`config.mk`:
```
export PLATFORM = sky130hd
export DESIGN_NAME = tt_uart_rx
export DESIGN_NICKNAME = d
export VERILOG_FILES = /design/src/rtl/tt_uart_rx.sv
export SDC_FILE = /design/constraint.sdc
export NUM_CORES = 1
export LEC_CHECK = 0
export ABC_AREA = 1
export CORE_ASPECT_RATIO = 0.7
export CORE_MARGIN = 4
export CORE_UTILIZATION = 50
export CTS_CLUSTER_DIAMETER = 120
export DETAILED_ROUTE_END_ITERATION = 10
export PLACE_DENSITY_LB_ADDON = 0.3
export SYNTH_ARGS = -nofsm -noshare
export SYNTH_HDL_FRONTEND = slang
export SYNTH_SLANG_ARGS = --single-unit
```
`constraint.sdc`:
```
create_clock -name clk -period 3.62 [get_ports clk]
set_input_delay 0.724 -clock clk [delete_from_list [all_inputs] [get_ports clk]]
set_output_delay 0.724 -clock clk [all_outputs]
set_load 0.03 [all_outputs]
```
`src/rtl/tt_uart_rx.sv`:
```
// tt_uart_rx: console UART receiver. The serial line and the baud tick are
// synchronised into the clk domain. An 8N1 frame is deserialised into a
// one-byte holding register, which the consumer empties through a four-phase
// rx_req/rx_ack handshake.
//
// Handshake semantics (consumer-driven, four phase):
//   rx_req rises -> once a byte is held, rx_ack rises one clk later with
//   rx_data valid -> rx_req falls -> rx_ack falls one clk later, the holding
//   register is marked empty and the sticky error flags clear. rx_data keeps
//   its value after rx_ack falls.
module tt_uart_rx #(
  parameter int OVERSAMPLE = 16,
  parameter int DATA_BITS  = 8
) (
  input  logic                 clk,
  input  logic                 reset,
  input  logic                 rx_clk,
  input  logic                 rx_in,
  input  logic                 rx_req,
  output logic                 rx_ack,
  output logic [DATA_BITS-1:0] rx_data,
  output logic                 rx_empty,
  output logic                 rx_frame_err,
  output logic                 rx_overrun,
  output logic [2:0]           rx_state
);

  localparam int CNT_W  = $clog2(OVERSAMPLE);
  localparam int BCNT_W = $clog2(DATA_BITS + 1);
  localparam logic [CNT_W-1:0]  CNT_LAST = CNT_W'(OVERSAMPLE - 1);
  localparam logic [CNT_W-1:0]  CNT_MID  = CNT_W'(OVERSAMPLE / 2 - 1);
  localparam logic [BCNT_W-1:0] BIT_LAST = BCNT_W'(DATA_BITS - 1);

  typedef enum logic [2:0] {
    IDLE  = 3'd0,
    START = 3'd1,
    DATA  = 3'd2,
    STOP  = 3'd3,
    BREAK = 3'd4
  } state_t;

  state_t                state, state_n;
  logic [CNT_W-1:0]      cnt, cnt_n;
  logic [BCNT_W-1:0]     bcnt, bcnt_n;
  logic [DATA_BITS-1:0]  shift, shift_n;
  logic [DATA_BITS-1:0]  hold;
  logic                  in_s1, in_s2;
  logic                  clk_s1, clk_s2, clk_prev;
  logic                  tick, line;
  logic                  frame_good, frame_bad;
  logic                  ack_rise, ack_fall;

  assign rx_state = state;
  assign line     = in_s2;
  assign tick     = clk_s2 & ~clk_prev;
  assign ack_rise = rx_req & ~rx_empty & ~rx_ack;
  assign ack_fall = rx_ack & ~rx_req;

  // Two-flop synchronisers for the line and the baud clock, plus edge detect.
  always_ff @(posedge clk) begin
    if (reset) begin
      in_s1    <= 1'b1;
      in_s2    <= 1'b1;
      clk_s1   <= 1'b0;
      clk_s2   <= 1'b0;
      clk_prev <= 1'b0;
    end else begin
      in_s1    <= rx_in;
      in_s2    <= in_s1;
      clk_s1   <= rx_clk;
      clk_s2   <= clk_s1;
      clk_prev <= clk_s2;
    end
  end

  // Receive FSM state and counter registers.
  always_ff @(posedge clk) begin
    if (reset) begin
      state <= IDLE;
      cnt   <= '0;
      bcnt  <= '0;
      shift <= '0;
    end else begin
      state <= state_n;
      cnt   <= cnt_n;
      bcnt  <= bcnt_n;
      shift <= shift_n;
    end
  end

  // Next-state logic; everything advances only on a baud tick.
  always_comb begin
    state_n    = state;
    cnt_n      = cnt;
    bcnt_n     = bcnt;
    shift_n    = shift;
    frame_good = 1'b0;
    frame_bad  = 1'b0;
    if (tick) begin
      case (state)
        IDLE: begin
          if (!line) begin
            state_n = START;
            cnt_n   = '0;
          end
        end
        START: begin
          if (cnt == CNT_MID) begin
            if (line) begin
              state_n = IDLE;   // glitch shorter than half a bit
            end else begin
              state_n = DATA;
              cnt_n   = '0;
              bcnt_n  = '0;
            end
          end else begin
            cnt_n = cnt + CNT_W'(1);
          end
        end
        DATA: begin
          if (cnt == CNT_LAST) begin
            shift_n = {line, shift[DATA_BITS-1:1]};
            cnt_n   = '0;
            bcnt_n  = bcnt + BCNT_W'(1);
            if (bcnt == BIT_LAST) state_n = STOP;
          end else begin
            cnt_n = cnt + CNT_W'(1);
          end
        end
        STOP: begin
          if (cnt == CNT_LAST) begin
            cnt_n = '0;
            if (line) begin
              frame_good = 1'b1;
              state_n    = IDLE;
            end else begin
              frame_bad = 1'b1;
              state_n   = BREAK;
            end
          end else begin
            cnt_n = cnt + CNT_W'(1);
          end
        end
        BREAK: begin
          if (line) state_n = IDLE;   // wait out a held-low line
        end
        default: state_n = IDLE;
      endcase
    end
  end

  // Holding register, handshake and sticky error flags.
  always_ff @(posedge clk) begin
    if (reset) begin
      hold         <= '0;
      rx_data      <= '0;
      rx_ack       <= 1'b0;
      rx_empty     <= 1'b1;
      rx_frame_err <= 1'b0;
      rx_overrun   <= 1'b0;
    end else begin
      if (ack_rise) begin
        rx_data <= hold;
        rx_ack  <= 1'b1;
      end else if (ack_fall) begin
        rx_ack <= 1'b0;
      end
      if (ack_fall) begin
        rx_frame_err <= 1'b0;
        rx_overrun   <= 1'b0;
      end
      if (frame_bad) rx_frame_err <= 1'b1;
      if (frame_good) begin
        // A byte landing as the handshake frees the register is accepted.
        if (rx_empty || ack_fall) begin
          hold     <= shift;
          rx_empty <= 1'b0;
        end else begin
          rx_overrun <= 1'b1;
        end
      end else if (ack_fall) begin
        rx_empty <= 1'b1;
      end
    end
  end

endmodule

```
==> metrics.md, run 1 <==
| Metric | Value |
|---|---|
| Status | `completed` |
| CTS tree | `built` |
| Cts hold-fix bufs | `0` |
| Power per cell area | `402 mW/mm2` |
| Minimum clock period | `2.24 ns` |
| Commonest cells post-synth | `nor2_1 (55), dfxtp_1 (44), nand2_1 (35), o21ai_0 (25)` |
| CP top delay family | `buffers and inverters` |
| Post-synthesis simple-gate area fraction | `30.6%` |
| Worst-path clk slew | `0.07 ns` |
| DR WL met2 | `1490 um` |
| DR top layer | `met4` |
| Inserted Clock Buffers | `5` |
| Placer Congestion | `0.878` |
| Maximum vdd drop | `0.000271 V` |
| Max Cap Violations | `0` |
| Clock sink total | `44` |
| Largest net degree at the start of global routing | `24` |
| Met3 wire length | `189 um` |
| RSZ-0062 raised after global routing | `false` |
| Die Area | `0.00475 mm2` |
| XOR/XNOR share of the synthesized area | `0%` |
| WS Path Type | `reg2out` |
| Synth Instances | `249` |
| DR vias | `1622` |
| Clock Latency Late Sink | `0.29 ns` |
| Avg Cell Area, Syn | `7.42 um2` |
| Largest family of logic cells by synthesized area | `simple AND/OR/NAND/NOR gates` |
| Total setup buffers inserted after CTS | `0` |
| Global-route wire length before repair | `6310 um` |
| Max-slew violations | `0` |
| Root Driver | `clkbuf_8` |
| Drt first pass iters | `4` |
| Startpoint types | `flop` |
| Slew @ Worst Pin | `0.627 ns` |
| Buf/Inv on CP | `1` |
| Synth Net Count | `256` |
| Worst-path fanout max | `10` |
| Non-Filler Instances | `321` |
| WP data required | `2.90 ns` |
| Initial Util | `52.3%` |
| Final Skew | `0.00622 ns` |
| Worst Path Arrival | `1.52 ns` |
| Hold crit path type | `reg2reg` |
| Leak | `0.000954 uW` |
| Area fraction of the dominant cell type after synthesis | `47.7%` |
| Complex-gate fraction of the synthesized area | `14.2%` |
| Largest stage delay, worst path | `0.73 ns` |
| Dpl hpwl | `2580 um` |
| Number of different library cells in the post-synthesis netlist | `28` |
| Antenna Nets Post-Route | `0` |
| Ys async rst share | `0%` |
| Total Wirelength | `3700 um` |
| H-tree Lvls | `2` |
| Bufs on Longest Clock Path | `2` |
| Adder-Cell Fraction of Synth Area | `1.35%` |
| Vias per inst | `5.05` |
| TNS Setup | `0 ns` |
| Rows | `18` |
| Worst hold margin | `0.411 ns` |
| Synthesis-to-finish area growth | `18.2%` |
| DR iter-0 viols | `112` |
| Initial antenna violation count | `0` |
| Worst slew margin | `58.0%` |
| Slowest-stage cell, CP | `clkdlybuf4s50_1` |
| Die Y | `58.9 um` |
| Top post-synthesis cells by area | `dfxtp_1 (48%), nor2_1 (11%), nand2_1 (7.1%), o21ai_0 (6.8%), a21oi_1 (5.7%)` |
| Port Buffers | `19` |
| I/O pins | `20` |
| DRT met1 WL | `2000 um` |
| Crit path cell chain | `clkdlybuf4s50_1` |
| Fmax | `446 MHz` |
| Layout cell share with drive strength beyond 1 | `7.75%` |
| Final-stage net count | `277` |
| Core area | `0.00354 mm2` |
| Mux share of post-synthesis cell area | `0%` |
| Post-synth top flop | `dfxtp_1` |
| Final Hold Viols | `0` |
| Synth area leader | `dfxtp_1` |
| Crit end category | `output port` |
| Seq/Total Area, Yosys | `47.7%` |
| Dpl cells | `313` |
| Wirelength per Cell | `11.5 um` |
| # diodes | `0` |
| Die Wd | `80.7 um` |
| Drc violations | `0` |
| Mapped Area | `0.00185 mm2` |
| Vias in the first global route | `1393` |
| CTS-repair resized insts | `0` |
| All-layer global routing usage | `17.3%` |
| Synth Register Bits | `44` |
| Yosys warning total | `0` |
| # setup viols final | `0` |
| Final worst-path cycle share | `61.9%` |
| EDFF count, synth | `0` |
| GRT overflow | `0` |
| Most common cell in the synthesized netlist | `nor2_1` |
## report_power, final
group	total, uW	switching (uW)	internal [uW]
registers	489	2.73	487
clock network	364	159	205
logic	25.4	16.2	9.23
## flip-flops by register name (all words and copies together), names as in the netlist, 3 cells and up
| signal | flops |
|---|---|
| cnt | 4 |
| hold | 8 |
| rx_data | 8 |
| rx_state | 3 |
| shift | 8 |
| bcnt | 4 |
## cell type report
| cell class | instances | area [um2] |
|---|---|---|
| Fill cell | 353 | 1350 |
| Sequential cell | 44 | 881 |
| Multi-Input combinational cell | 178 | 853 |
| Timing Repair Buffer | 21 | 205 |
| Inverter | 20 | 75.1 |
| Clock buffer | 6 | 72.6 |
| Tap cell | 50 | 62.6 |
| Clock inverter | 2 | 35.0 |
## cells by family after synthesis
logic type	count (synthesis)
buffers and inverters	27
and+or+nand+nor	125
AOI/OAI and AO/OA	51
adders and majority gates	2
DFF	44
## stage by stage
stage / worst slack [ns] / power (uW) / utilization, % / instance area (um2)
final: 1.38 / 879 / 61.8 / 2180
after floorplan: 1.97 / 516 / - / 1850
after CTS: 1.39 / 885 / 61.8 / 2180
after detailed placement: 1.53 / 526 / 58.7 / 2080
after global routing: 1.26 / 906 / 61.8 / 2180
after global placement: 1.62 / 526 / 58.7 / 2080
## placed cells by master (no fill, tap or decap), drive strengths merged
cell and n:
nor2 58, dfxtp 44, nand2 38, o21ai 27, nand3 21, a21oi 21, inv 20, clkdlybuf4s50 19
clkbuf 6, nand3b 2, or2 2, ha 2, buf 2, nor3 2, nor3b 1, nand4 1
a31oi 1, a22oi 1, a31o 1, clkinv 1, bufinv 1
## layer usage
| layer | vias up | track usage [%] |
|---|---|---|
| li1 | 851 | - |
| met5 | - | 0 |
| met2 | 31 | 23.8 |
| met3 | 2 | 4.59 |
| met1 | 738 | 25.4 |
| met4 | 0 | 7.23 |
## worst paths after layout
path              slack [ns]     endpoint   startpoint  cells after the start
setup / recovery        1.38  rx_state[1]  rx_state[1]                      1
hold / removal          0.41        in_s2        in_s1                      1
setup reg to reg        1.48      hold[1]       cnt[0]                      8
hold reg to reg         0.41        in_s2        in_s1                      1
Power figures use the tool's default switching activity.
==> run 2, diff against run 1 <==
==> constraint.sdc (replaced) <==
create_clock -name clk -period 2.2 [get_ports clk]
set_input_delay 0.44 -clock clk [delete_from_list [all_inputs] [get_ports clk]]
set_output_delay 0.44 -clock clk [all_outputs]
set_load 0.03 [all_outputs]
==> run 2 against run 1 <==
Count of clock-buffer cells in the layout unchanged; clock skew down 0.00094 ns; final area up 0.34%; die area unchanged; sequential power up 65%; sequential share of layout area down 0.14 points; wire length up 2.2%; sequential cell count unchanged; critical endpoint unchanged; largest cell class unchanged.
==> metrics.md, run 2 (synthesis results as in run 1) <==
| Metric | Value |
|---|---|
| Final Skew | `0.00529 ns (-0.000938 ns)` |
| Crit end category | `output port` |
| Post-Layout Inst Area | `0.00219 mm2 (+0.34%)` |
| Leak | `0.000960 uW (+0.57%)` |
| Post-place instance area | `0.00208 mm2 (+0.36%)` |
| WP data required | `1.76 ns (-1.14 ns)` |
| Worst-path fanout max | `10 (unchanged)` |
| Total setup buffers inserted after CTS | `0 (unchanged)` |
| Wirelength per Cell | `11.7 um (+1.9%)` |
| Cts hold-fix bufs | `0 (unchanged)` |
| Final Hold Viols | `0 (unchanged)` |
| Largest registers | `hold (8), rx_data (8), shift (8)` |
| Layout cell share with drive strength beyond 1 | `8.09% (+0.34 points)` |
| # diodes | `0 (unchanged)` |
| Fill cell count | `336 (-4.8%)` |
| Die Area | `0.00475 mm2 (unchanged)` |
| Root Driver | `clkbuf_8` |
| Startpoint types | `flop` |
| GRT overflow | `0 (unchanged)` |
| Power per cell area | `662 mW/mm2 (+65%)` |
| Worst Path Arrival | `1.54 ns (+0.02 ns)` |
| Inserted Clock Buffers | `5 (unchanged)` |
| Global-route wire length before repair | `6480 um (+2.6%)` |
| Minimum clock period | `1.98 ns` |
| Placer Congestion | `0.851 (-3.0%)` |
| Post-Route Utilization | `62.0% (+0.21 points)` |
| Most frequent cells in the layout | `nor2_1 (55), dfxtp_1 (44), nand2_1 (35), o21ai_0 (25)` |
| Die Y | `58.9 um (unchanged)` |
| Setup ws final | `0.216 ns (-1.16 ns)` |
| Antenna Nets Post-Route | `0 (unchanged)` |
| Worst slew margin | `61.9% (+3.9 points)` |
| Crit path cell chain | `clkdlybuf4s50_1` |
| Core area | `0.00354 mm2 (unchanged)` |
| H-tree Lvls | `2 (unchanged)` |
| Maximum vdd drop | `0.000442 V (+63%)` |
| I/O pins | `20 (unchanged)` |
| Clock Latency Late Sink | `0.30 ns (about the same)` |
| Slew @ Worst Pin | `0.571 ns (-0.0559 ns)` |
| Drc violations | `0 (unchanged)` |
| Max Cap Violations | `0 (unchanged)` |
| Port Buffers | `19 (unchanged)` |
| Clock sink total | `44 (unchanged)` |
| Dpl hpwl | `2650 um (+2.7%)` |
| DR iter-0 viols | `118 (+5.4%)` |
| Fmax | `504 MHz` |
| DP Worst Slack | `0.430 ns (-1.10 ns)` |
| Drt first pass iters | `4 (unchanged)` |
| Vias in the first global route | `1460 (+4.8%)` |
| Multi-input logic area | `853 um2 (unchanged)` |
| Hold crit path type | `reg2reg` |
| # setup viols final | `0 (unchanged)` |
| RSZ-0062 raised after global routing | `false` |
| Vias per inst | `5.02 (-0.74%)` |
| Buf/Inv on CP | `1 (unchanged)` |
| Worst-path clk slew | `0.08 ns (about the same)` |
| Total Wirelength | `3780 um (+2.2%)` |
| Initial Util | `52.3% (unchanged)` |
| TNS Setup | `0 ns (unchanged)` |
| Status | `completed` |
| Non-Filler Instances | `322 (+0.31%)` |
| All-layer global routing usage | `17.9% (+0.58 points)` |
| Bufs on Longest Clock Path | `2 (unchanged)` |
| Synthesis-to-finish area growth | `18.6%` |
| DR vias | `1615 (-0.43%)` |
| Die Wd | `80.7 um (unchanged)` |
| WS Path Type | `reg2out` |
| Final worst-path cycle share | `90.2%` |
| CTS tree | `built` |
| Final-stage net count | `278 (+0.36%)` |
| Max-slew violations | `0 (unchanged)` |
| Sequential cell area | `881 um2 (unchanged)` |
| Slowest-stage cell, CP | `clkdlybuf4s50_1` |
| Commonest non-fill, non-tap cell in the layout | `nor2_1` |
| CP top delay family | `buffers and inverters` |
| Largest stage delay, worst path | `0.73 ns (about the same)` |
| CTS-repair resized insts | `0 (unchanged)` |
| Rows | `18 (unchanged)` |
| Largest net degree at the start of global routing | `24 (unchanged)` |
| Initial antenna violation count | `0 (unchanged)` |
| Dpl cells | `314 (+0.32%)` |
==> run 2: changes by cell type in the layout (fill, tap and decap cells not counted), sizes merged <==
cell	previous run	this run
buf	2	3
==> run 2: final timing paths <==
check | from | slack (ns) | cells after the start | endpoint
worst min-delay path | clk_s1 | 0.40 | 2 | clk_s2
worst min register to register | clk_s1 | 0.40 | 2 | clk_s2
worst max-delay path | rx_state[1] | 0.22 | 1 | rx_state[1]
worst max register to register | cnt[0] | 0.39 | 9 | bcnt[0]
==> run 2: area by class of cell <==
class	count	area share, %
flip-flops and latches	44	40.2
inverters	20	3.42
repair buffers	22	9.70
well taps	50	2.85
multi-input cells	178	38.9
clock inverters	2	1.60
clock buffers	6	3.31
==> run 2: power breakdown <==
group	internal [uW]	switching, uW
registers	801	4.24
clock network	337	269
logic	15.2	26.4
==> run 2: stage by stage <==
stage,hold WS [ns],power (uW)
global route,0.433,1500
floorplan,0.388,849
finish,0.404,1450
detailed placement,0.396,866
global placement,0.393,865
CTS,0.407,1470
==> run 2: routing by layer <==
metal | up-vias | wire length, um | global-route usage, %
met4 | 0 | 66 | 7.95
met5 | - | 0 | 0
met3 | 6 | 143 | 4.74
met2 | 20 | 1550 | 25.7
li1 | 854 | - | -
met1 | 735 | 2020 | 25.2
